## src/rtl/riscv_pkg.sv

```systemverilog
// Shared funct3 codes, stage state encoding and a funct3 legality helper for the
// memory/writeback stage.
package riscv_pkg;

  localparam logic [2:0] F3_LB  = 3'b000;
  localparam logic [2:0] F3_LH  = 3'b001;
  localparam logic [2:0] F3_LW  = 3'b010;
  localparam logic [2:0] F3_LD  = 3'b011;
  localparam logic [2:0] F3_LBU = 3'b100;
  localparam logic [2:0] F3_LHU = 3'b101;
  localparam logic [2:0] F3_LWU = 3'b110;

  localparam logic [2:0] F3_SB  = 3'b000;
  localparam logic [2:0] F3_SH  = 3'b001;
  localparam logic [2:0] F3_SW  = 3'b010;
  localparam logic [2:0] F3_SD  = 3'b011;

  typedef enum logic {
    IDLE     = 1'b0,
    MEM_WAIT = 1'b1
  } state_t;

  // Doubleword and LWU encodings only exist on a 64-bit datapath.
  function automatic logic f3_legal(input logic is_store, input logic [2:0] f3,
                                    input logic xlen64);
    logic ok;
    ok = 1'b0;
    if (is_store) begin
      ok = (f3 == F3_SB) || (f3 == F3_SH) || (f3 == F3_SW) || ((f3 == F3_SD) && xlen64);
    end else begin
      case (f3)
        F3_LB, F3_LH, F3_LW, F3_LBU, F3_LHU: ok = 1'b1;
        F3_LD, F3_LWU:                       ok = xlen64;
        default:                             ok = 1'b0;
      endcase
    end
    return ok;
  endfunction

endpackage

```

## src/rtl/riscv_load_align.sv

```systemverilog
// Combinational load aligner: shifts the addressed lane down to bit 0 and applies
// sign/zero extension selected by funct3.
module riscv_load_align
  import riscv_pkg::*;
#(
  parameter int XLEN = 32
) (
  input  logic [XLEN-1:0]           rdata,
  input  logic [$clog2(XLEN/8)-1:0] lane,
  input  logic [2:0]                funct3,
  output logic [XLEN-1:0]           result
);

  logic [XLEN-1:0] shifted;

  always_comb begin
    shifted = rdata >> {lane, 3'b000};
    result  = '0;
    case (funct3)
      F3_LB:   result = XLEN'($signed(shifted[7:0]));
      F3_LH:   result = XLEN'($signed(shifted[15:0]));
      F3_LW:   result = XLEN'($signed(shifted[31:0]));
      F3_LD:   result = shifted;
      F3_LBU:  result = XLEN'(shifted[7:0]);
      F3_LHU:  result = XLEN'(shifted[15:0]);
      F3_LWU:  result = XLEN'(shifted[31:0]);
      default: result = '0;
    endcase
  end

endmodule

```

## src/rtl/riscv_mem_writeback.sv

```systemverilog
// Memory-access / writeback stage feeding the register file write port.
// Optional misaligned-access trap enabled by defining RISCV_MISALIGN_TRAP_EN.
module riscv_mem_writeback
  import riscv_pkg::*;
#(
  parameter int XLEN = 32
) (
  input  logic              clock,
  input  logic              reset,
  input  logic              in_valid,
  output logic              in_ready,
  input  logic [4:0]        in_rd_addr,
  input  logic              in_rd_write,
  input  logic              in_is_load,
  input  logic              in_is_store,
  input  logic [2:0]        in_funct3,
  input  logic [XLEN-1:0]   in_alu_result,
  input  logic [XLEN-1:0]   in_store_data,
  output logic              mem_req,
  output logic              mem_we,
  output logic [XLEN-1:0]   mem_addr,
  output logic [XLEN-1:0]   mem_wdata,
  output logic [XLEN/8-1:0] mem_wstrb,
  input  logic              mem_ack,
  input  logic [XLEN-1:0]   mem_rdata,
  output logic [4:0]        rd_addr,
  output logic              rd_enable_write,
  output logic [XLEN-1:0]   rd_data,
  output logic              retire,
  output logic              misaligned_fault
);

  localparam int   NB     = XLEN / 8;
  localparam int   OW     = $clog2(NB);
  localparam logic XLEN64 = (XLEN == 64);

  state_t          state;
  logic [4:0]      pend_rd;
  logic            pend_wr;
  logic            pend_load;
  logic [2:0]      pend_f3;
  logic [OW-1:0]   pend_lane;

  logic            accept;
  logic            is_mem;
  logic            legal;
  logic            trap;
  logic [OW-1:0]   addr_lo;
  logic [OW-1:0]   size_mask;
  logic [OW-1:0]   lane;
  logic [NB-1:0]   base_strb;
  logic [XLEN-1:0] load_result;

  assign in_ready = (state == IDLE);
  assign accept   = in_valid & in_ready;
  assign is_mem   = in_is_load | in_is_store;
  assign legal    = f3_legal(in_is_store, in_funct3, XLEN64);
  assign addr_lo  = in_alu_result[OW-1:0];

  always_comb begin
    case (in_funct3[1:0])
      2'b00:   size_mask = '0;
      2'b01:   size_mask = OW'(1);
      2'b10:   size_mask = OW'(3);
      default: size_mask = OW'(7);
    endcase
  end

  always_comb begin
    case (in_funct3[1:0])
      2'b00:   base_strb = NB'(1);
      2'b01:   base_strb = NB'(3);
      2'b10:   base_strb = NB'(15);
      default: base_strb = {NB{1'b1}};
    endcase
  end

  // Without the trap, low address bits below the access size are simply dropped.
  assign lane = addr_lo & ~size_mask;

`ifdef RISCV_MISALIGN_TRAP_EN
  assign trap = |(addr_lo & size_mask);
`else
  assign trap = 1'b0;
`endif

  riscv_load_align #(.XLEN(XLEN)) u_load_align (
    .rdata  (mem_rdata),
    .lane   (pend_lane),
    .funct3 (pend_f3),
    .result (load_result)
  );

  always_ff @(posedge clock) begin
    if (reset) begin
      state           <= IDLE;
      mem_req         <= 1'b0;
      mem_we          <= 1'b0;
      mem_addr        <= '0;
      mem_wdata       <= '0;
      mem_wstrb       <= '0;
      rd_addr         <= '0;
      rd_enable_write <= 1'b0;
      rd_data         <= '0;
      retire          <= 1'b0;
      pend_rd         <= '0;
      pend_wr         <= 1'b0;
      pend_load       <= 1'b0;
      pend_f3         <= '0;
      pend_lane       <= '0;
`ifdef RISCV_MISALIGN_TRAP_EN
      misaligned_fault <= 1'b0;
`endif
    end else begin
      rd_enable_write <= 1'b0;
      retire          <= 1'b0;
`ifdef RISCV_MISALIGN_TRAP_EN
      misaligned_fault <= 1'b0;
`endif
      case (state)
        IDLE: begin
          if (accept) begin
            if (!is_mem) begin
              rd_addr         <= in_rd_addr;
              rd_data         <= in_alu_result;
              rd_enable_write <= in_rd_write & (in_rd_addr != 5'd0);
              retire          <= 1'b1;
            end else if (!legal || trap) begin
              // Dropped memory op still retires so the pipeline keeps its count.
              retire <= 1'b1;
`ifdef RISCV_MISALIGN_TRAP_EN
              misaligned_fault <= legal & trap;
`endif
            end else begin
              state     <= MEM_WAIT;
              mem_req   <= 1'b1;
              mem_we    <= in_is_store;
              mem_addr  <= {in_alu_result[XLEN-1:OW], {OW{1'b0}}};
              mem_wdata <= in_store_data << {lane, 3'b000};
              mem_wstrb <= in_is_store ? (base_strb << lane) : '0;
              pend_rd   <= in_rd_addr;
              pend_wr   <= in_rd_write;
              pend_load <= in_is_load;
              pend_f3   <= in_funct3;
              pend_lane <= lane;
            end
          end
        end
        MEM_WAIT: begin
          if (mem_ack) begin
            state   <= IDLE;
            mem_req <= 1'b0;
            retire  <= 1'b1;
            if (pend_load) begin
              rd_addr         <= pend_rd;
              rd_data         <= load_result;
              rd_enable_write <= pend_wr & (pend_rd != 5'd0);
            end
          end
        end
        default: state <= IDLE;
      endcase
    end
  end

`ifndef RISCV_MISALIGN_TRAP_EN
  assign misaligned_fault = 1'b0;
`endif

endmodule

```

## config.mk

```make
export PLATFORM = sky130hd
export DESIGN_NAME = riscv_mem_writeback
export DESIGN_NICKNAME = d
export VERILOG_FILES = /design/src/rtl/riscv_pkg.sv /design/src/rtl/riscv_load_align.sv /design/src/rtl/riscv_mem_writeback.sv
export SDC_FILE = /design/constraint.sdc
export NUM_CORES = 1
export LEC_CHECK = 0
export CAP_MARGIN = 20
export CORE_MARGIN = 2
export CORE_UTILIZATION = 48
export CTS_CLUSTER_SIZE = 16
export DETAILED_ROUTE_END_ITERATION = 8
export GPL_TIMING_DRIVEN = 0
export PLACE_DENSITY = 0.87
export SYNTH_ARGS = -nofsm -noshare
export SYNTH_HDL_FRONTEND = slang
export SYNTH_SLANG_ARGS = --single-unit
```

## constraint.sdc

```tcl
create_clock -name clock -period 5 [get_ports clock]
set_input_delay 1.5 -clock clock [delete_from_list [all_inputs] [get_ports clock]]
set_output_delay 1.5 -clock clock [all_outputs]
set_load 0.03 [all_outputs]
```

== Word-level counts from Yosys, hierarchy flattened ==
Index checks and enable logic that the tools add are counted.

* Eq/ne operators: 17
* Shifts and indexed selects: 3
* Multiplexer cells: 36
* Bitwise logic cells: 7
* Reductions and logical operators: 12

{| class="wikitable"
|+ Operator list
! cell !! number
|-
| case mux 32 bit (5 select lines) || 1
|-
| 2-to-1 mux 32 bit || 4
|-
| case mux 32 bit (2 select lines) || 1
|-
| left shift 32 x 5 -> 32 bit || 1
|-
| >> shifter 32 x 5 -> 32 bit || 1
|-
| 2-to-1 mux 5 bit || 4
|-
| 2-to-1 mux 1 bit || 18
|-
| equality test 3 bit (second input constant) || 5
|-
| AND reduction 4 bit || 3
|-
| case mux 5 bit (2 select lines) || 1
|-
| nonzero test 5 bit || 2
|-
| equality test 3 x 2 -> 1 bit (second input constant) || 3
|-
| != test 2 x 1 -> 1 bit (second input constant) || 4
|-
| case mux 1 bit (2 select lines) || 4
|-
| case mux 4 bit (2 select lines) || 1
|-
| equality test 3 x 1 -> 1 bit (second input constant) || 2
|-
| logical NOT 3 bit || 2
|-
| OR reduction 5 bit || 1
|-
| 2-to-1 mux 4 bit || 1
|-
| != test 2 bit (second input constant) || 2
|-
| case mux 2 bit (2 select lines) || 1
|-
| left shift 4 x 2 -> 4 bit || 1
|-
| AND 1 bit || 3
|-
| OR reduction 3 bit || 1
|-
| other kinds (7) || 8
|}

* Bits in registers: 120

== Depth between registers and ports, before layout ==
* Word-level depth: 8
* Mapped depth: 8
* Mapped depth without buffers: 4

== Modules after synthesis ==
Synthesis repeated with hierarchy kept, for this count alone.

* Cell total of the unflattened synthesis: 713
* Area total of the unflattened synthesis: 6,249.7 µm²

{| class="wikitable"
|+ By module, submodules not included
! module !! instances !! cells an instance !! area an instance (µm²) !! sequential area each (µm²)
|-
| riscv_mem_writeback || 1 || 605 || 5,437.7 || 2,402.3
|-
| riscv_load_align || 1 || 108 || 812.0 || 0.0
|}

== Worst setup path after synthesis ==
OpenSTA, ideal clock, no wires.

* Path type: input to register
* From: input port in_funct3[0]
* To: register mem_wdata[25]
* Library setup time: 132 ps
* Arrival: 2,565 ps
* Data required time: 4,868 ps
* Slack: 2,302 ps
* Stages: 5
* Buffers on the path: 1
* Path through: nor3b_1 > buf_2 > mux4_2 > nand2_1 > a21oi_1

* Cells in the longest elaborated chain, start to end: 5
* Elaborated cells between the ends (all ways): 17
* Those cells by class: 5 x eq/ne; 1 x shift; 3 x mux; 2 x bitwise; 6 x reduce/logical

{| class="wikitable"
|+ Ends and longest elaborated chain
! what !! line !! source
|-
| from (decl) || riscv_mem_writeback.sv:16 || <nowiki>input logic [2:0] in_funct3,</nowiki>
|-
| equality test 2 x 1 -> 1 bit (tied with other cells) || riscv_mem_writeback.sv:61 || <nowiki>case (in_funct3[1:0])</nowiki>
|-
| case mux 2 bit (2 select lines) (tied with other cells) || riscv_mem_writeback.sv:61 ||
|-
| inverter 2 bit (tied with other cells) || riscv_mem_writeback.sv:79 || <nowiki>assign lane = addr_lo & ~size_mask;</nowiki>
|-
| AND 2 bit / 2-to-1 mux 1 bit (equally long branches) || riscv_mem_writeback.sv:79, riscv_pkg.sv:28 ||
|-
| left shift 32 x 5 -> 32 bit / AND reduction 4 bit (equally long branches) || -- ||
|-
| to (signal assigned) || riscv_mem_writeback.sv:139 || <nowiki>mem_wdata <= in_store_data << {lane, 3'b000};</nowiki>
|-
| to (decl) || riscv_mem_writeback.sv:22 || <nowiki>output logic [XLEN-1:0] mem_wdata,</nowiki>
|}

Parallel ways exist; a longest one is shown, timed or not.
A chain may end at the register's enable or synchronous reset.

== Final worst setup path ==
* From: register state
* To: output port in_ready

* Cells in the longest elaborated chain, start to end: 1

{| class="wikitable"
|+ Ends and longest elaborated chain
! what !! line !! source
|-
| from (decl) || riscv_mem_writeback.sv:37 || <nowiki>state_t state;</nowiki>
|-
| from (signal assigned) || riscv_mem_writeback.sv:96 || <nowiki>state <= IDLE;</nowiki>
|-
| from (signal assigned) || riscv_mem_writeback.sv:135 || <nowiki>state <= MEM_WAIT;</nowiki>
|-
| from (signal assigned) || riscv_mem_writeback.sv:151 || <nowiki>state <= IDLE;</nowiki>
|-
| inverter 1 bit (no source line) || -- ||
|-
| to (decl) || riscv_mem_writeback.sv:11 || <nowiki>output logic in_ready,</nowiki>
|}

Every way passes these cells.

==> flow_summary.yaml <==
run_status:
  status: "finished clean"
yosys:
  synthSimpleGateAreaFrac_pct: 18.50
  yosysMostFrequentCell: "nand2_1"
  syn_area_mm2: 0.005837
  synth-edff-count: 0
  ys_types: 49
  synthArstFlopShare_pct: 0
  ys_warn_count: 0
  synth_cells: 686
  synthAdderAreaFrac_pct: 0
  synth_top_area_share_pct: 41.16
  synth_area_leader_cell: "dfxtp_1"
  synth.area.top_cells: "dfxtp_1 (41%), nand2_1 (9.3%), a21oi_1 (9.0%)"
  synth_commonest_cells: "nand2_1 (145), dfxtp_1 (120), a21oi_1 (105)"
  synth-seq-area-share_pct: 41.16
  synth_top_family_by_area: "compound AO/OA/AOI/OAI gates"
  syn_avg_cell_area_um2: 8.509
  synth_ff_type: "dfxtp_1"
  muxShareOfSynthArea_pct: 11.49
  yosys.area_share.xor_xnor_pct: 0
  synth.ff_latch_count: 120
  synth_compound_area_share_pct: 22.92
finish:
  drive_above_1_share_pct: 12.38
  stdcell_area_mm2: 0.008864
  n_antenna_cell: 0
  syn_to_final_growth_pct: 51.85
  finalNetCount: 1035
  final_core_util_pct: 74.10
  fillCellCount: 849
sta:
  fin_crit_sh_pct: 74.40
  worst_pin_slew_ns: 1.086
  maxSlewHeadroom_pct: 27.18
  timing.fmax_mhz: 268.8
  tns_ns: 0
  min_period_ns: 3.720
  fin_worst_skew_ns: 0.005511
  setup_violations: 0
  rsz0062_at_grt: "no"
  fin_hold_ws_ns: 0.4511
  finalHoldViolations: 0
  slew_viol_final: 0
critical_path:
  crit_family: "buffers and inverters"
  worst_ep_required_time_ns: 3.50
  path_class: "flop to primary output"
  crit_path_max_fanout: 10
  path_cells: "buf_2 > clkinv_1 > clkbuf_1 > clkdlybuf4s50_1"
  crit_path_end_kind: "primary output"
  reg2regPathDepth: 7
  cp_num_buf_inv: 4
  rrSetupSlack_ns: 2.78
  critPathLaunchType: "flop"
  critPathMaxStageDelay_ns: 0.66
  worst-endpoint-arrival_ns: 2.22
  cp_num_cells: 4
  crit_path_top_delay_cell: "clkdlybuf4s50_1"
die:
  ios: 222
  core_area_mm2: 0.01196
  rows: 40
  dieArea_mm2: 0.01306
  die_h_um: 114.3
  die_x_um: 114.3
  start_util_pct: 48.80
drt:
  ant_nets: 0
  vias: 6430
  wl_mm: 21.06
  viasPerCell: 5.932
  drc: 0
  drt-initial-drc-count: 745
  post_drt_wl_per_cell_um: 19.43
  first_pass_iters: 5
cts:
  cts_resized: 0
  hold_buffers: 0
  cts_buffer_depth: 2
  clock-sinks: 120
  post-cts-setup-buffers: 0
  insertion_delay_ns: 0.42
  cts.clk_slew.worst_paths_ns: 0.06
  numCtsBuffers: 17
  cts_tree: "built"
  clockRootBuffer: "clkbuf_16"
  htree_levels: 4
grt:
  grt_pass1_wl_mm: 32.67
  grt_max_degree: 17
  grt_pass1_vias: 6187
  grtUsageTotal_pct: 32.17
  grt-ovfl-total: 0
  antenna_found_initial: 0
pwr:
  p_per_area_mw_per_mm2: 333.2
  leakagePower_uw: 0.003125
  vdd_drop_max_uv: 301.8
placement:
  dpl-instance-area_mm2: 0.008200
  dp_hpwl_mm: 15.72
  routabilityCongestion: 0.9317
  numPortBuffers: 217
hold_path:
  min_path_cells: 2
  min_path_type: "flop to flop"
flow_run:
  drv_cap: 0
==> final cells by class <==
| class | instances | area (um2) | area share, % |
|---|---|---|---|
| Clock inverter | 12 | 196.4 | 2.216 |
| Buffer | 69 | 324.1 | 3.656 |
| Inverter | 5 | 18.77 | 0.2117 |
| Timing Repair Buffer | 217 | 2172 | 24.51 |
| Multi-Input combinational cell | 494 | 3099 | 34.97 |
| Tap cell | 147 | 183.9 | 2.075 |
| Sequential cell | 120 | 2402 | 27.10 |
| Clock buffer | 20 | 466.7 | 5.265 |
==> metal layers <==
metal,vias to the layer above,part of all wire [%],GRT usage (%),wire length (um)
met4,0,3.8,13.17,810
li1,2966,-,-,-
met3,78,10,9.529,2148
met2,414,46,50.91,9679
met1,2972,40,41.27,8422
met5,-,0,0,0
==> sequential cells by signal, indices dropped and copies added, names as in the netlist <==
signal / flops
state: 1
retire: 1
mem_addr: 30
mem_req: 1
pend_wr: 1
rd_data: 32
mem_wdata: 32
mem_we: 1
pend_lane: 2
pend_f3: 3
rd_addr: 5
pend_rd: 5
mem_wstrb: 4
pend_load: 1
rd_enable_write: 1
==> per-stage QoR <==
step                      power (uW)  instances  setup slack [ns]
after global routing            3028       1084             1.162
final                           2954       1084             1.280
after floorplan                 1332        688             2.302
after CTS                       2944       1084             1.293
after detailed placement        1590       1052             1.172
after global placement          1580       1052             1.231
==> kinds of logic after synthesis <==
kind of cell	after synthesis
and+or+nand+nor	246
AOI/OAI and AO/OA	200
DFF	120
buffers and inverters	74
muxes	45
other	1
==> report_power, final <==
part | internal, uW | switching, uW | total [uW]
clock | 921 | 450 | 1370
sequential | 1010 | 27.0 | 1030
combinational | 242 | 308 | 550
==> worst reg2reg max path, cell delays in order (launching register included) <==
cell       delay (ns)
dfxtp_1          0.30
buf_2            0.23
and3_1           0.23
buf_2            0.28
buf_1            0.47
o2bb2ai_1        0.22
a21oi_1          0.28
a21oi_2          0.10
==> cells in the final DEF (no fill, tap or decap), drive strengths merged, types with 4 or more instances in the layout <==
cell type      synthesis  final
clkdlybuf4s50          0    217
nand2                145    145
dfxtp                120    120
a21oi                115    115
clkbuf                32     52
buf                   37     37
nor2                  34     34
nor3                  25     25
o2bb2ai               23     23
mux4                  16     16
a221oi                16     16
mux2                  16     16
o221ai                16     16
mux2i                 13     13
nand3                 11     11
a211o                  9      9
nor4                   7      7
a211oi                 6      6
nor2b                  5      5
bufinv                 0      5
clkinv                 1      5
o21ai                  4      4
inv                    4      4
==> worst paths after layout <==
path / start / end
max: state$_SDFF_PP0_ / in_ready
min: mem_wdata[5]$_SDFFE_PP0P_ / mem_wdata[5]$_SDFFE_PP0P_
max reg2reg: state$_SDFF_PP0_ / rd_data[29]$_SDFFE_PP0P_
min reg2reg: mem_wdata[5]$_SDFFE_PP0P_ / mem_wdata[5]$_SDFFE_PP0P_
(Power assumes the default switching activity.)
